$ cat src/rtl/sdio_cmd_host.sv
// sdio_cmd_host: host SD/SDIO CMD-line engine (48-bit command TX, 48/136-bit response RX).
// Define SDIO_RESP_CRC_CHECK_EN to build the response CRC7 / end-bit checker.
`timescale 1ns/1ps
`default_nettype none

module sdio_cmd_host #(
  parameter int CMD_SIZE  = 48,
  parameter int RESP_SIZE = 136,
  parameter int MAXLAT    = 64,
  parameter int TURN_CYC  = 2
) (
  input  logic                 sd_clk,
  input  logic                 rst,
  input  logic                 sd_en,
  input  logic                 start,
  input  logic [5:0]           cmd_idx,
  input  logic [31:0]          cmd_arg,
  input  logic [1:0]           resp_type,
  input  logic                 cmd_i,
  output logic                 cmd_o,
  output logic                 cmd_oe,
  output logic                 busy,
  output logic                 done,
  output logic                 timeout,
  output logic [RESP_SIZE-1:0] resp_o,
  output logic                 crc_err
);

  localparam int R1_SIZE = 48;
  localparam int CNT_MAX = (RESP_SIZE > MAXLAT) ? RESP_SIZE : MAXLAT;
  localparam int CNT_W   = $clog2(CNT_MAX + 1);

  typedef enum logic [2:0] {
    S_IDLE, S_SEND, S_TURN, S_WAIT_RESP, S_RECV, S_FINISH
  } state_t;

  state_t               state_q, state_d;
  logic [CNT_W-1:0]     cnt_q, cnt_d, cnt_inc, rx_len;
  logic [CMD_SIZE-1:0]  tx_q, tx_d;
  logic [RESP_SIZE-1:0] rx_q, rx_d, resp_q, resp_d;
  logic [1:0]           rtype_q, rtype_d;
  logic                 timeout_q, timeout_d;
  logic                 cmd_q;
`ifdef SDIO_RESP_CRC_CHECK_EN
  logic                 crc_err_q, crc_err_d;
  logic [6:0]           rcrc_q, rcrc_d;
  logic [CNT_W-1:0]     crc_lo;
`endif

  function automatic logic [6:0] crc7_step(input logic [6:0] c, input logic b);
    logic fb;
    fb = b ^ c[6];
    return {c[5:0], 1'b0} ^ {3'b000, fb, 2'b00, fb};
  endfunction

  function automatic logic [6:0] crc7_40(input logic [39:0] d);
    logic [6:0] c;
    c = '0;
    for (int i = 39; i >= 0; i--) c = crc7_step(c, d[i]);
    return c;
  endfunction

  assign cnt_inc = cnt_q + CNT_W'(1);
  assign rx_len  = (rtype_q == 2'd2) ? CNT_W'(RESP_SIZE) : CNT_W'(R1_SIZE);
`ifdef SDIO_RESP_CRC_CHECK_EN
  // R2 CRC excludes the 8-bit header; R1 header start bit is 0 and leaves CRC at 0
  assign crc_lo  = (rtype_q == 2'd2) ? CNT_W'(9) : CNT_W'(2);
`endif

  always_comb begin
    state_d   = state_q;
    cnt_d     = cnt_q;
    tx_d      = tx_q;
    rx_d      = rx_q;
    resp_d    = resp_q;
    rtype_d   = rtype_q;
    timeout_d = timeout_q;
`ifdef SDIO_RESP_CRC_CHECK_EN
    crc_err_d = crc_err_q;
    rcrc_d    = rcrc_q;
`endif
    case (state_q)
      S_IDLE: begin
        if (start) begin
          tx_d = CMD_SIZE'({2'b01, cmd_idx, cmd_arg,
                            crc7_40({2'b01, cmd_idx, cmd_arg}), 1'b1});
          rtype_d   = resp_type;
          cnt_d     = '0;
          timeout_d = 1'b0;
`ifdef SDIO_RESP_CRC_CHECK_EN
          crc_err_d = 1'b0;
`endif
          state_d   = S_SEND;
        end
      end
      S_SEND: begin
        tx_d  = {tx_q[CMD_SIZE-2:0], 1'b1};
        cnt_d = cnt_inc;
        if (cnt_q == CNT_W'(CMD_SIZE - 1)) begin
          cnt_d   = '0;
          state_d = (rtype_q == 2'd0) ? S_FINISH : S_TURN;
        end
      end
      S_TURN: begin
        if (cnt_q == CNT_W'(TURN_CYC - 1)) begin
          cnt_d   = '0;
          state_d = S_WAIT_RESP;
        end else begin
          cnt_d = cnt_inc;
        end
      end
      S_WAIT_RESP: begin
        if (!cmd_q) begin
          rx_d    = '0;
          cnt_d   = CNT_W'(1);
`ifdef SDIO_RESP_CRC_CHECK_EN
          rcrc_d  = '0;
`endif
          state_d = S_RECV;
        end else if (cnt_q == CNT_W'(MAXLAT - 1)) begin
          timeout_d = 1'b1;
          state_d   = S_FINISH;
        end else begin
          cnt_d = cnt_inc;
        end
      end
      S_RECV: begin
        rx_d  = {rx_q[RESP_SIZE-2:0], cmd_q};
        cnt_d = cnt_inc;
`ifdef SDIO_RESP_CRC_CHECK_EN
        if (cnt_inc >= crc_lo && cnt_inc <= rx_len - CNT_W'(8))
          rcrc_d = crc7_step(rcrc_q, cmd_q);
`endif
        if (cnt_inc == rx_len) begin
          resp_d  = rx_d;
          state_d = S_FINISH;
`ifdef SDIO_RESP_CRC_CHECK_EN
          crc_err_d = ~rx_d[0] | ((rtype_q != 2'd3) && (rcrc_q != rx_d[7:1]));
`endif
        end
      end
      S_FINISH: state_d = S_IDLE;
      default:  state_d = S_IDLE;
    endcase
    // Disable aborts silently: straight to IDLE, no done pulse
    if (!sd_en) begin
      state_d   = S_IDLE;
      cnt_d     = '0;
      resp_d    = '0;
      timeout_d = 1'b0;
`ifdef SDIO_RESP_CRC_CHECK_EN
      crc_err_d = 1'b0;
`endif
    end
  end

  always_ff @(posedge sd_clk or posedge rst) begin
    if (rst) begin
      state_q   <= S_IDLE;
      cnt_q     <= '0;
      tx_q      <= '0;
      rx_q      <= '0;
      resp_q    <= '0;
      rtype_q   <= 2'd0;
      timeout_q <= 1'b0;
      cmd_q     <= 1'b1;
`ifdef SDIO_RESP_CRC_CHECK_EN
      crc_err_q <= 1'b0;
      rcrc_q    <= '0;
`endif
    end else begin
      state_q   <= state_d;
      cnt_q     <= cnt_d;
      tx_q      <= tx_d;
      rx_q      <= rx_d;
      resp_q    <= resp_d;
      rtype_q   <= rtype_d;
      timeout_q <= timeout_d;
      cmd_q     <= cmd_i;
`ifdef SDIO_RESP_CRC_CHECK_EN
      crc_err_q <= crc_err_d;
      rcrc_q    <= rcrc_d;
`endif
    end
  end

  assign cmd_oe  = (state_q == S_SEND);
  assign cmd_o   = (state_q == S_SEND) ? tx_q[CMD_SIZE-1] : 1'b1;
  assign busy    = (state_q == S_SEND) || (state_q == S_TURN) ||
                   (state_q == S_WAIT_RESP) || (state_q == S_RECV);
  assign done    = (state_q == S_FINISH);
  assign timeout = timeout_q;
  assign resp_o  = resp_q;
`ifdef SDIO_RESP_CRC_CHECK_EN
  assign crc_err = crc_err_q;
`else
  assign crc_err = 1'b0;
`endif

endmodule

`default_nettype wire

$ cat config.mk
export PLATFORM = sky130hd
export DESIGN_NAME = sdio_cmd_host
export DESIGN_NICKNAME = d
export VERILOG_FILES = /design/src/rtl/sdio_cmd_host.sv
export SDC_FILE = /design/constraint.sdc
export NUM_CORES = 1
export LEC_CHECK = 0
export CAP_MARGIN = 40
export CORE_UTILIZATION = 40
export DETAILED_ROUTE_END_ITERATION = 6
export GPL_TIMING_DRIVEN = 0
export PLACE_DENSITY = 0.69
export SLEW_MARGIN = 20
export SYNTH_ARGS = -nofsm -noshare
export SYNTH_HDL_FRONTEND = slang
export SYNTH_SLANG_ARGS = --single-unit
$ cat constraint.sdc
create_clock -name sd_clk -period 11.6 [get_ports sd_clk]
set_input_delay 2.32 -clock sd_clk [delete_from_list [all_inputs] [get_ports sd_clk]]
set_output_delay 2.32 -clock sd_clk [all_outputs]
set_load 0.01 [all_outputs]
==> impl_metrics.json <==
{
  "power.static_leakage_nw": 8.194,
  "cts.path.max_buffers": 3,
  "syn_area_per_cell_sq_um": 11.18,
  "p_seq_share_pct": 39.2,
  "gp_congestion": 0.8331,
  "die_w_um": 194.7,
  "clkPwrFrac_pct": 36.6,
  "fin_crit_ns": 5.224,
  "setup_viol": 0,
  "cts_setup_buffers": 0,
  "firstDrtPassIters": 7,
  "synthCells": 1328,
  "synth_seq_cells": 334,
  "viasPerCell": 5.506,
  "ir_drop_v": 0.0001180,
  "whs_ns": 0.4766,
  "yosysMostFrequentCell": "dfrtp_1",
  "hold_violations": 0,
  "switching_share_pct": 29.33,
  "wl_per_cell_um": 18.01,
  "path_clk_slew_ns": 0.06,
  "cp_max_fo": 10,
  "skew_ns": 0.02172,
  "diodes": 0,
  "critPathRequiredTime_ns": 9.28,
  "rsz0062_at_grt": "no",
  "wl_um": 37000,
  "antenna_found_initial": 0,
  "start_kind": "register",
  "syn_to_final_growth_pct": 25.92,
  "synth_area_sq_mm": 0.01485,
  "dieArea_sq_mm": 0.03791,
  "clk_latency_ns": 0.53,
  "die_h_um": 194.7,
  "crit_top_cell": "clkbuf_1",
  "synth_top_area_share_pct": 56.10,
  "synthDistinctLibCells": 62,
  "yosys.area.top_type": "dfrtp_1",
  "r2r_slack_ns": 8.36,
  "crit_path_max_incr_delay_ns": 0.63,
  "pwr-share-comb_pct": 24.2,
  "core_area_sq_mm": 0.03661,
  "cts.sinks": 334,
  "num_rows": 70,
  "io_buffers": 184,
  "cap_viol_max_count": 0,
  "crit_slowest_cell": "clkdlybuf4s50_1",
  "via_count": 11310,
  "grt_usage_pct": 19.68,
  "fin_crit_sh_pct": 45.03,
  "arrival_ns": 2.90,
  "finalSetupTns_ns": 0,
  "cts_resized": 0,
  "cts_root_buf": "clkbuf_16",
  "route.detailed.drc": 0,
  "ys_top_cells_by_area": "dfrtp_1 (56%), a22o_1 (8.0%), a21boi_0 (5.1%)",
  "power.net_switching_uw": 988.7,
  "dpl.hpwl_um": 25590,
  "fmax_ghz": 0.1914,
  "start_util_pct": 40.57,
  "cts_inserted_buffers": 38,
  "relSlewSlack_pct": 42.05,
  "slew_viol_final": 0,
  "synth_top_cells_by_count": "dfrtp_1 (333), o21ai_0 (144), nand3_1 (137)",
  "async_reset_ff_share_pct": 100.0,
  "synth_nets": 1375,
  "final_util_pct": 51.09,
  "cts_hold_buffers": 0,
  "critPathKind": "reg2out",
  "yosysWarnings": 0,
  "grt_pass1_wl_um": 60230,
  "grt_pass1_vias": 11130,
  "synth_edf_count": 0,
  "cts_tree": "built",
  "cp_cell_sequence": "clkbuf_1 > nand2b_1 > nor2_1 > buf_4 > clkbuf_1 > clkdlybuf4s50_1",
  "grt_max_degree": 109,
  "p_per_area_mw_per_mm2": 180.2,
  "cts_max_level": 2,
  "initialDrtViolationCount": 646,
  "drive_gt1_share_pct": 7.251,
  "overflow": 0,
  "hold_class": "reg2reg",
  "critPathCaptureType": "output port",
  "worst_pin_slew_ns": 0.8692,
  "io_pins": 187,
  "outcome": "finished, final reports clean",
  "seq_area_frac_synth_pct": 56.28,
  "internal_power_mw": 2.382,
  "drtAntennaViolNets": 0,
  "synthFlopType": "dfrtp_1",
  "num-nets-final": 1605
}
## path summary, 6_finish.rpt
kind | startpoint | end | cells past startpoint
min | tx_q[45]$_DFFE_PP0P_ | tx_q[45]$_DFFE_PP0P_ | 2
min in group asynchronous | rst | resp_o[88]$_DFFE_PP0P_ | 2
max | state_q[0]$_DFFE_PP0P_ | cmd_oe | 6
max in group asynchronous | rst | resp_o[10]$_DFFE_PP0P_ | 4
max reg2reg | state_q[1]$_DFFE_PP0P_ | resp_o[10]$_DFFE_PP0P_ | 8
min reg2reg | tx_q[45]$_DFFE_PP0P_ | tx_q[45]$_DFFE_PP0P_ | 2
## stage by stage
| step | instance area, sq um | power, mW | cells | setup WS [ns] |
|---|---|---|---|---|
| floorplan | 14850 | 1.948 | 1328 | 0.02846 |
| global placement | 17280 | 2.133 | 1980 | -3.700 |
| detailed placement | 17390 | 2.157 | 1985 | 6.432 |
| CTS | 18700 | 3.407 | 2053 | 6.020 |
| global route | 18700 | 3.545 | 2054 | 6.153 |
| finish | 18700 | 3.371 | 2054 | 6.376 |
## final cells by class
class / count / area, sq um
fill: 3301 / 17910
clock buffer: 55 / 1136
multi-input combinational: 858 / 5936
buffer: 131 / 539.3
tap: 468 / 585.6
sequential: 334 / 8359
clock inverter: 13 / 166.4
inverter: 5 / 26.28
timing repair buffer: 190 / 1954
## power groups by stage
| stage | Sequential [mW] | Clock, mW | Combinational [mW] |
|---|---|---|---|
| after floorplan | 1.33 | 0 | 0.623 |
| after global placement | 1.34 | 0 | 0.795 |
| after detailed placement | 1.34 | 0 | 0.818 |
| after CTS | 1.32 | 1.26 | 0.822 |
| after global routing | 1.33 | 1.31 | 0.904 |
| final | 1.32 | 1.23 | 0.815 |
## critical path: cells and delay by family, from the launching register on
family                 cells  cell delay [ns]
buffers and inverters      4             1.57
DFF                        1             0.41
and+or+nand+nor            2             0.39
## cells by family (layout without fill, tap and decap cells)
logic type	Yosys count	count (layout)	synth area share (%)
xor+xnor	64	64	6.503
buf+inv	136	394	3.757
other cells	1	1	0.02525
compound gates	511	511	24.29
fa+ha+maj	2	2	0.1685
flops	334	334	56.28
simple gates	280	280	8.980
## placed cells by master, fill, tap and decap left out, types with 4 or more instances in the layout
master and count:
a21boi_0 100, a21boi_1 40, a21o_1 7, a21oi_1 4, a22o_1 136, a22oi_1 43, and2_1 4, buf_2 21
clkbuf_1 109, clkbuf_16 39, clkbuf_8 10, clkdlybuf4s50_1 184, clkinv_2 6, dfrtp_1 333, inv_1 4, nand2_1 93
nand2b_1 4, nand3_1 137, nor2_1 9, nor2b_1 4, nor3_1 7, o21ai_0 144, o21ai_1 20, or3_1 4
xnor2_1 24, xnor3_1 14, xnor3_2 5, xor2_1 11
## state kept, by name, indices dropped and copies added (netlist names)
signal,count
resp_o,136
tx_q,48
state_q,3
rtype_q,2
cmd_q,1
timeout,1
cnt_q,8
rx_q,135
## layer usage
layer | vias to the layer above | part of all wire, % | global-route usage, %
met5 | - | 0 | 0
met4 | 0 | 2.5 | 5.996
met3 | 55 | 5.0 | 3.193
met2 | 285 | 46 | 30.72
met1 | 5656 | 47 | 28.13
li1 | 5313 | - | -
No activity file was read; power rests on OpenSTA's default activity.
